===== src/rtl/ifu_rd_responder_if.sv =====
// Instruction-fetch read channel (AR/R) plus the SRAM read port of the responder.
// The slave modport is the responder's view; master is the fetch controller / SRAM side.
interface ifu_rd_responder_if #(
  parameter int unsigned DEPTH_LOG2 = 16
);
  logic                  ifu_ARVALID;
  logic                  ifu_ARREADY;
  logic [63:0]           ifu_ARADDR;
  logic [2:0]            ifu_ARPORT;
  logic                  ifu_RVALID;
  logic                  ifu_RREADY;
  logic [63:0]           ifu_RDATA;
  logic [1:0]            ifu_RRESP;
  logic                  mem_en;
  logic [DEPTH_LOG2-1:0] mem_addr;
  logic [63:0]           mem_rdata;

  modport slave (
    input  ifu_ARVALID, ifu_ARADDR, ifu_ARPORT, ifu_RREADY, mem_rdata,
    output ifu_ARREADY, ifu_RVALID, ifu_RDATA, ifu_RRESP, mem_en, mem_addr
  );

  modport master (
    output ifu_ARVALID, ifu_ARADDR, ifu_ARPORT, ifu_RREADY, mem_rdata,
    input  ifu_ARREADY, ifu_RVALID, ifu_RDATA, ifu_RRESP, mem_en, mem_addr
  );
endinterface


===== src/rtl/ifu_rd_responder.sv =====
// Single-outstanding instruction-fetch read responder in front of a 64-bit synchronous SRAM.
// Fixed AR-to-RVALID latency, RREADY backpressure, alignment/range error responses.
module ifu_rd_responder #(
  parameter logic [63:0] BASE_ADDR  = 64'h0000_0000_8000_0000,
  parameter int unsigned DEPTH_LOG2 = 16,
  parameter int unsigned LAT        = 1
) (
  input  logic                clk,
  input  logic                rst,
  ifu_rd_responder_if.slave   bus
);

  localparam int unsigned      CNT_W       = 4;
  localparam logic [63:0]      END_ADDR    = BASE_ADDR + (64'd8 << DEPTH_LOG2);
  localparam logic [1:0]       RESP_OKAY   = 2'b00;
  localparam logic [1:0]       RESP_SLVERR = 2'b10;
  localparam logic [1:0]       RESP_DECERR = 2'b11;
  localparam logic [CNT_W-1:0] CNT_LOAD    = CNT_W'(LAT - 1);
  localparam logic [CNT_W-1:0] CNT_ONE     = CNT_W'(1);

  typedef enum logic [1:0] {
    ST_IDLE,
    ST_WAIT,
    ST_RESP
  } state_e;

  state_e             state_q;
  logic [CNT_W-1:0]   cnt_q;
  logic [63:0]        addr_q;
  logic [2:0]         port_q;
  logic [1:0]         cls_q;
  logic               rvalid_q;
  logic [1:0]         rresp_q;
  logic [63:0]        rdata_q;
  logic               first_q;

  logic               arready_c;
  logic               ar_hs_c;
  logic [1:0]         cls_in_c;
  logic [63:0]        rdata_live_c;
  logic               unused_port_c;

  // Misalignment wins over out-of-range.
  function automatic logic [1:0] classify(input logic [63:0] a);
    if (a[1:0] != 2'b00) begin
      return RESP_SLVERR;
    end else if ((a < BASE_ADDR) || (a >= END_ADDR)) begin
      return RESP_DECERR;
    end else begin
      return RESP_OKAY;
    end
  endfunction

  function automatic logic [DEPTH_LOG2-1:0] word_idx(input logic [63:0] a);
    logic [63:0] off;
    off = a - BASE_ADDR;
    return DEPTH_LOG2'(off >> 3);
  endfunction

  assign arready_c = !rst && ((state_q == ST_IDLE) ||
                              ((state_q == ST_RESP) && bus.ifu_RREADY));
  assign ar_hs_c   = bus.ifu_ARVALID && arready_c;
  assign cls_in_c  = classify(bus.ifu_ARADDR);

  // SRAM output is only valid in the first response cycle; the instruction always lands in [31:0].
  assign rdata_live_c = (rresp_q == RESP_OKAY)
                      ? {bus.mem_rdata[63:32],
                         addr_q[2] ? bus.mem_rdata[63:32] : bus.mem_rdata[31:0]}
                      : 64'd0;

  always_ff @(posedge clk or posedge rst) begin
    if (rst) begin
      state_q  <= ST_IDLE;
      cnt_q    <= '0;
      addr_q   <= '0;
      port_q   <= '0;
      cls_q    <= RESP_OKAY;
      rvalid_q <= 1'b0;
      rresp_q  <= RESP_OKAY;
      rdata_q  <= '0;
      first_q  <= 1'b0;
    end else begin
      first_q <= 1'b0;
      if (first_q) begin
        rdata_q <= rdata_live_c;
      end
      if (ar_hs_c) begin
        addr_q <= bus.ifu_ARADDR;
        port_q <= bus.ifu_ARPORT;
        cls_q  <= cls_in_c;
      end
      unique case (state_q)
        ST_IDLE: begin
          if (ar_hs_c) begin
            if (LAT == 1) begin
              state_q  <= ST_RESP;
              rvalid_q <= 1'b1;
              rresp_q  <= cls_in_c;
              first_q  <= 1'b1;
            end else begin
              state_q <= ST_WAIT;
              cnt_q   <= CNT_LOAD;
            end
          end
        end
        ST_WAIT: begin
          if (cnt_q == CNT_ONE) begin
            state_q  <= ST_RESP;
            cnt_q    <= '0;
            rvalid_q <= 1'b1;
            rresp_q  <= cls_q;
            first_q  <= 1'b1;
          end else begin
            cnt_q <= cnt_q - CNT_ONE;
          end
        end
        ST_RESP: begin
          if (bus.ifu_RREADY) begin
            if (ar_hs_c) begin
              // Overlapped accept: LAT=1 stays in RESP for back-to-back beats.
              if (LAT == 1) begin
                rvalid_q <= 1'b1;
                rresp_q  <= cls_in_c;
                first_q  <= 1'b1;
              end else begin
                state_q  <= ST_WAIT;
                cnt_q    <= CNT_LOAD;
                rvalid_q <= 1'b0;
              end
            end else begin
              state_q  <= ST_IDLE;
              rvalid_q <= 1'b0;
            end
          end
        end
        default: begin
          state_q  <= ST_IDLE;
          rvalid_q <= 1'b0;
        end
      endcase
    end
  end

  // Read is issued in the cycle before RVALID rises; LAT=1 issues straight from the handshake.
  assign bus.mem_en   = (LAT == 1)
                      ? (ar_hs_c && (cls_in_c == RESP_OKAY))
                      : (!rst && (state_q == ST_WAIT) && (cnt_q == CNT_ONE) &&
                         (cls_q == RESP_OKAY));
  assign bus.mem_addr = (LAT == 1) ? word_idx(bus.ifu_ARADDR) : word_idx(addr_q);

  assign bus.ifu_ARREADY = arready_c;
  assign bus.ifu_RVALID  = rvalid_q;
  assign bus.ifu_RRESP   = rresp_q;
  assign bus.ifu_RDATA   = first_q ? rdata_live_c : rdata_q;

  // Protection bits are captured but have no effect on the response.
  assign unused_port_c = ^port_q;

endmodule


===== src/flat_wrapper.sv =====
// flat-port wrapper written by rule: the top's interface ports become plain ports
module ifu_rd_responder_flat 
#(
  parameter logic [63:0] BASE_ADDR  = 64'h0000_0000_8000_0000,
  parameter int unsigned DEPTH_LOG2 = 16,
  parameter int unsigned LAT        = 1
)
  (clk, rst, bus_ifu_ARVALID, bus_ifu_ARADDR, bus_ifu_ARPORT, bus_ifu_RREADY, bus_mem_rdata, bus_ifu_ARREADY, bus_ifu_RVALID, bus_ifu_RDATA, bus_ifu_RRESP, bus_mem_en, bus_mem_addr);
  ifu_rd_responder_if #(.DEPTH_LOG2(DEPTH_LOG2)) bus_i ();
  input  logic clk;
  input  logic rst;
  input wire logic [$bits(bus_i.ifu_ARVALID)-1:0] bus_ifu_ARVALID;
  input wire logic [$bits(bus_i.ifu_ARADDR)-1:0] bus_ifu_ARADDR;
  input wire logic [$bits(bus_i.ifu_ARPORT)-1:0] bus_ifu_ARPORT;
  input wire logic [$bits(bus_i.ifu_RREADY)-1:0] bus_ifu_RREADY;
  input wire logic [$bits(bus_i.mem_rdata)-1:0] bus_mem_rdata;
  output wire logic [$bits(bus_i.ifu_ARREADY)-1:0] bus_ifu_ARREADY;
  output wire logic [$bits(bus_i.ifu_RVALID)-1:0] bus_ifu_RVALID;
  output wire logic [$bits(bus_i.ifu_RDATA)-1:0] bus_ifu_RDATA;
  output wire logic [$bits(bus_i.ifu_RRESP)-1:0] bus_ifu_RRESP;
  output wire logic [$bits(bus_i.mem_en)-1:0] bus_mem_en;
  output wire logic [$bits(bus_i.mem_addr)-1:0] bus_mem_addr;
  assign bus_i.ifu_ARVALID = bus_ifu_ARVALID;
  assign bus_i.ifu_ARADDR = bus_ifu_ARADDR;
  assign bus_i.ifu_ARPORT = bus_ifu_ARPORT;
  assign bus_i.ifu_RREADY = bus_ifu_RREADY;
  assign bus_i.mem_rdata = bus_mem_rdata;
  assign bus_ifu_ARREADY = bus_i.ifu_ARREADY;
  assign bus_ifu_RVALID = bus_i.ifu_RVALID;
  assign bus_ifu_RDATA = bus_i.ifu_RDATA;
  assign bus_ifu_RRESP = bus_i.ifu_RRESP;
  assign bus_mem_en = bus_i.mem_en;
  assign bus_mem_addr = bus_i.mem_addr;
  ifu_rd_responder #(.BASE_ADDR(BASE_ADDR), .DEPTH_LOG2(DEPTH_LOG2), .LAT(LAT)) u_core (.clk(clk), .rst(rst), .bus(bus_i));
endmodule

===== config.mk =====
export PLATFORM = sky130hd
export DESIGN_NAME = ifu_rd_responder_flat
export DESIGN_NICKNAME = d
export VERILOG_FILES = /design/src/rtl/ifu_rd_responder_if.sv /design/src/rtl/ifu_rd_responder.sv /design/src/flat_wrapper.sv
export SDC_FILE = /design/constraint.sdc
export NUM_CORES = 1
export LEC_CHECK = 0
export ABC_AREA = 0
export CORE_MARGIN = 5
export CORE_UTILIZATION = 30
export DETAILED_ROUTE_END_ITERATION = 6
export GPL_ROUTABILITY_DRIVEN = 0
export PLACE_DENSITY = 0.72
export SLEW_MARGIN = 25
export SYNTH_ARGS = -nofsm -noshare
export SYNTH_HDL_FRONTEND = slang
export SYNTH_SLANG_ARGS = --single-unit

===== constraint.sdc =====
create_clock -name clk -period 3.2 [get_ports clk]
set_clock_uncertainty 0.05 [all_clocks]
set_input_delay 0.48 -clock clk [delete_from_list [all_inputs] [get_ports clk]]
set_output_delay 0.48 -clock clk [all_outputs]
set_load 0.005 [all_outputs]

Word-level counts from Yosys, hierarchy flattened
Cells that the tools add are included.
Word-level totals
  register bits: 79
  output and inout bits: 85
  word-level logic and storage cells: 57
Operators by class
  multiplexer cells: 23
  equality and inequality tests: 7
  magnitude comparators: 2
  $add $sub $neg: 2
  reductions and logical operators: 15
Operators with widths (number)
  2-to-1 mux 64 bit: 2
  greater-or-equal comparator 64 x 32 -> 1 bit, second input constant: 1
  less-than comparator 64 x 32 -> 1 bit, second input constant: 1
  2-to-1 mux 32 bit: 1
  subtractor 19 x 1 -> 19 bit, second input constant: 1
  2-to-1 mux 2 bit: 9
  one-hot mux 2 bit (3 select lines): 2
  logical NOT 2 bit: 3
  2-to-1 mux 1 bit: 6
  one-hot mux 1 bit (3 select lines): 2
  AND reduction 3 bit: 2
  == test 4 x 1 -> 1 bit, second input constant: 1
  logical AND 1 bit: 4
  2-to-1 mux 4 bit: 1
  != test 2 x 1 -> 1 bit, second input constant: 2
  != test 2 bit, second input constant: 2
  AND reduction 4 bit: 1
  subtractor 4 x 1 -> 4 bit, second input constant: 1
  nonzero test 3 bit: 1
  == test 2 x 1 -> 1 bit, second input constant: 1
  == test 2 bit, second input constant: 1
  logical OR 1 bit: 2
  nonzero test 2 bit: 1
  logical NOT 1 bit: 1

Depth between registers and ports, before layout
  depth after elaboration: 8
  depth in mapped cells: 6

Worst setup path after synthesis
Ideal clock, no wire load.
  path type: input port to output port
  start: input rst
  end: output bus_mem_en
  stages: 3
  arrival time: 2734 ps
  path buffers: 0
  setup slack: -64 ps
  data required time: 2670 ps
  path through: inv_1 > o2111ai_1 > nor4_2
On the way
  word-level cells in the longest chain between the ends: 4
RTL lines
  start, declared: line flat_wrapper.sv:11  | input logic rst;
  logical NOT 1 bit (no source line)
  logical AND 1 bit: line ifu_rd_responder.sv:60  | assign arready_c = !rst && ((state_q == ST_IDLE) ||
  logical AND 1 bit: line ifu_rd_responder.sv:62  | assign ar_hs_c = bus.ifu_ARVALID && arready_c;
  logical AND 1 bit: line ifu_rd_responder.sv:146  | ? (ar_hs_c && (cls_in_c == RESP_OKAY))
  end, declared: line flat_wrapper.sv:21  | output wire logic [$bits(bus_i.mem_en)-1:0] bus_mem_en;
Every way passes these cells.

Worst setup path in the final report
  start: register u_core.addr_q[2]
  end: output bus_ifu_RDATA[12]
On the way
  word-level cells in the longest chain between the ends: 3
RTL lines
  start, declared: line ifu_rd_responder.sv:29  | logic [63:0] addr_q;
  start signal, assigned: line ifu_rd_responder.sv:88  | addr_q <= bus.ifu_ARADDR;
  2-to-1 mux 32 bit: line ifu_rd_responder.sv:68  | addr_q[2] ? bus.mem_rdata[63:32] : bus.mem_rdata[31:0]}
  2-to-1 mux 64 bit: line ifu_rd_responder.sv:67  | ? {bus.mem_rdata[63:32],
  2-to-1 mux 64 bit: line ifu_rd_responder.sv:154  | assign bus.ifu_RDATA = first_q ? rdata_live_c : rdata_q;
  end, declared: line flat_wrapper.sv:19  | output wire logic [$bits(bus_i.ifu_RDATA)-1:0] bus_ifu_RDATA;
Every way passes these cells.

==> impl_metrics.env <==
export IMPL_ant_nets=0
export IMPL_fin_crit_sh=0.904
export IMPL_fin_util=0.506
export IMPL_cts_hold_repair_buffers=0
export IMPL_antenna_found_initial=0
export IMPL_fin_crit_ns=2.89
export IMPL_diodes=0
export IMPL_cts_sinks=70
export IMPL_num_rows=38
export IMPL_cts_resized=0
export IMPL_final_cell_mix="clkdlybuf4s50_1, dfrtp_1, inv_1"
export IMPL_io_pins=220
export IMPL_drt_initial_drc_count=98
export IMPL_syn_nets=470
export IMPL_cap_viol_max_count=0
export IMPL_power_density_nw_per_um2=433
export IMPL_first_pass_iters=4
export IMPL_rsz0062_at_grt="false"
export IMPL_via_per_inst=4.48
export IMPL_required_ns=2.67
export IMPL_finalSetupTns_ns=0
export IMPL_hp_class="reg2reg"
export IMPL_setup_violations=0
export IMPL_worst_pin_slew_ns=0.865
export IMPL_arrival_ns=2.36
export IMPL_p_leak_nw=2.24
export IMPL_cts_clk_slew_worst_paths_ns=0.07
export IMPL_grt_usage=0.152
export IMPL_start_util=0.303
export IMPL_syn_avg_cell_area_um2=9.72
export IMPL_slew_limit_headroom=0.424
export IMPL_coreArea_um2=10700
export IMPL_fin_nets=639
export IMPL_clock_path_buffers=2
export IMPL_vias=2902
export IMPL_grt_pass1_vias=3203
export IMPL_mostFrequentLayoutCell="clkdlybuf4s50_1"
export IMPL_worstSkewPairLatency_ns=0.32
export IMPL_critPathKind="reg2out"
export IMPL_ys_warnings_count=0
export IMPL_cts_setup_buffers=0
export IMPL_area_delta_synth_final_pct=66.7
export IMPL_yosysSeqAreaShare=0.540
export IMPL_cts_buffers=9
export IMPL_outcome="finished clean"
export IMPL_hold_viol_final=0
export IMPL_critical_path_top_delay_family="buffers and inverters"
export IMPL_drive_above_1_share=0.0669
export IMPL_wl_per_cell_um=15.1
export IMPL_cts_tree="built"
export IMPL_die_width_um=114
export IMPL_cts_root_buf="clkbuf_8"
export IMPL_dp_cells=632
export IMPL_portBuffers=184
export IMPL_drv_slew=0
export IMPL_grt_start_max_net_pins=72
export IMPL_drc=0
export IMPL_fmax_mhz=346
export IMPL_slowest_stage="dfrtp_2"
export IMPL_critPathCaptureType="primary output"
export IMPL_dp_hpwl_mm=7.62
export IMPL_die_h_um=114
export IMPL_grt_pass1_wl_mm=15.7
export IMPL_htreeDepth=3
export IMPL_synth_cell_types=25
export IMPL_path_max_fanout=22
export IMPL_path_cells="buf_4 -> mux2i_1 -> o22ai_1 -> clkdlybuf4s50_1"
export IMPL_instances_no_fill=648
export IMPL_crit_buf_inv=2
export IMPL_startpoint_type="flop"
export IMPL_ys_ff_latch=70
export IMPL_wl_mm=9.77
export IMPL_vdd_drop_max_uv=263
export IMPL_grt_overflow_total=0
export IMPL_worst_path_largest_cell_delay_ns=0.81
export IMPL_synthesis_area_um2=3250
export IMPL_dieArea_um2=13000
export IMPL_syn_inst=334
export IMPL_fillCellCount=1006
-- worst register-to-register path: cells and delay by family, from the launching register on --
family / cells / cell delay, ns
buffers and inverters: 1 / 0.37
multiplexers: 1 / 0.22
AO/OA/AOI/OAI: 1 / 0.11
flip-flops: 1 / 0.81
-- cell usage after synthesis --
library cell,instances,area [µm²]
nor4_1,6,37.5
o2111ai_1,1,8.76
buf_4,16,120
o21a_1,1,7.51
o21ai_0,22,110
inv_1,68,255
nor3_1,2,10.0
o22ai_1,32,200
buf_1,3,11.3
o211ai_2,1,12.5
nor2_1,4,15.0
dfrtp_1,70,1750
mux2i_1,32,320
buf_2,9,45.0
mux2_2,1,11.3
nor4b_1,1,8.76
nor4_2,4,50.1
a31o_2,1,8.76
nand2_1,35,131
o21ai_1,11,55.1
a21oi_1,3,15.0
and2_1,1,6.26
ha_1,1,12.5
nand4_1,3,18.8
clkbuf_1,6,22.5
-- logic make-up after synthesis --
kind of cell,synth area share
fa+ha+maj,0.00385
flops,0.540
buf+inv,0.140
simple gates,0.0856
mux,0.102
compound gates,0.129
-- state kept, by name, indices dropped and copies added (netlist names) --
| signal | count |
|---|---|
| u_core.bus.ifu_RRESP | 2 |
| u_core.state_q | 1 |
| u_core.bus.ifu_RVALID | 1 |
| u_core.rdata_q | 64 |
| u_core.first_q | 1 |
| u_core.addr_q | 1 |
-- per-stage QoR --
stage	worst slack, ns	power, mW	area (µm²)	hold slack, ns
after floorplan	0.655	1.19	3250	0.445
after global placement	0.278	1.39	5130	0.447
after global routing	0.141	2.46	5410	0.486
after detailed placement	0.289	1.40	5130	0.457
final	0.307	2.34	5410	0.461
after CTS	0.235	2.38	5410	0.467
-- routing by layer --
metal  global-route usage  part of all wire  vias up
li1                     -                 -     1426
met1                0.181              0.41     1358
met2                0.265              0.52      109
met3               0.0520             0.066        9
met4               0.0364             0.010        0
met5                    0                 0        -
-- final cells by class --
class | count | area [µm²] | area share
clock buffer | 11 | 151 | 0.0280
clock inverter | 5 | 129 | 0.0238
inverter | 68 | 259 | 0.0479
multi-input combinational | 162 | 1040 | 0.192
sequential | 70 | 1750 | 0.324
tap | 140 | 175 | 0.0324
timing repair buffer | 192 | 1900 | 0.352
-- where the power goes --
group	switching, mW	leakage, nW	total [mW]	internal, mW
clock network	0.322	0.140	0.963	0.641
registers	0.0630	0.962	0.968	0.905
logic	0.149	1.13	0.410	0.260
-- path summary, 6_finish.rpt --
kind | start | endpoint | slack (ns) | cells past startpoint
worst max-delay path | u_core.addr_q[2]$_DFFE_PP0P_ | bus_ifu_RDATA[12] | 0.31 | 4
worst min-delay path | u_core.rdata_q[60]$_DFF_PP0_ | u_core.rdata_q[60]$_DFF_PP0_ | 0.46 | 2
worst max register to register | u_core.addr_q[2]$_DFFE_PP0P_ | u_core.rdata_q[20]$_DFF_PP0_ | 1.50 | 3
worst min register to register | u_core.rdata_q[60]$_DFF_PP0_ | u_core.rdata_q[60]$_DFF_PP0_ | 0.46 | 2
max in group asynchronous | rst | u_core.addr_q[2]$_DFFE_PP0P_ | 1.68 | 3
min in group asynchronous | rst | u_core.rdata_q[42]$_DFF_PP0_ | 0.83 | 3
(Power assumes the default switching activity.)
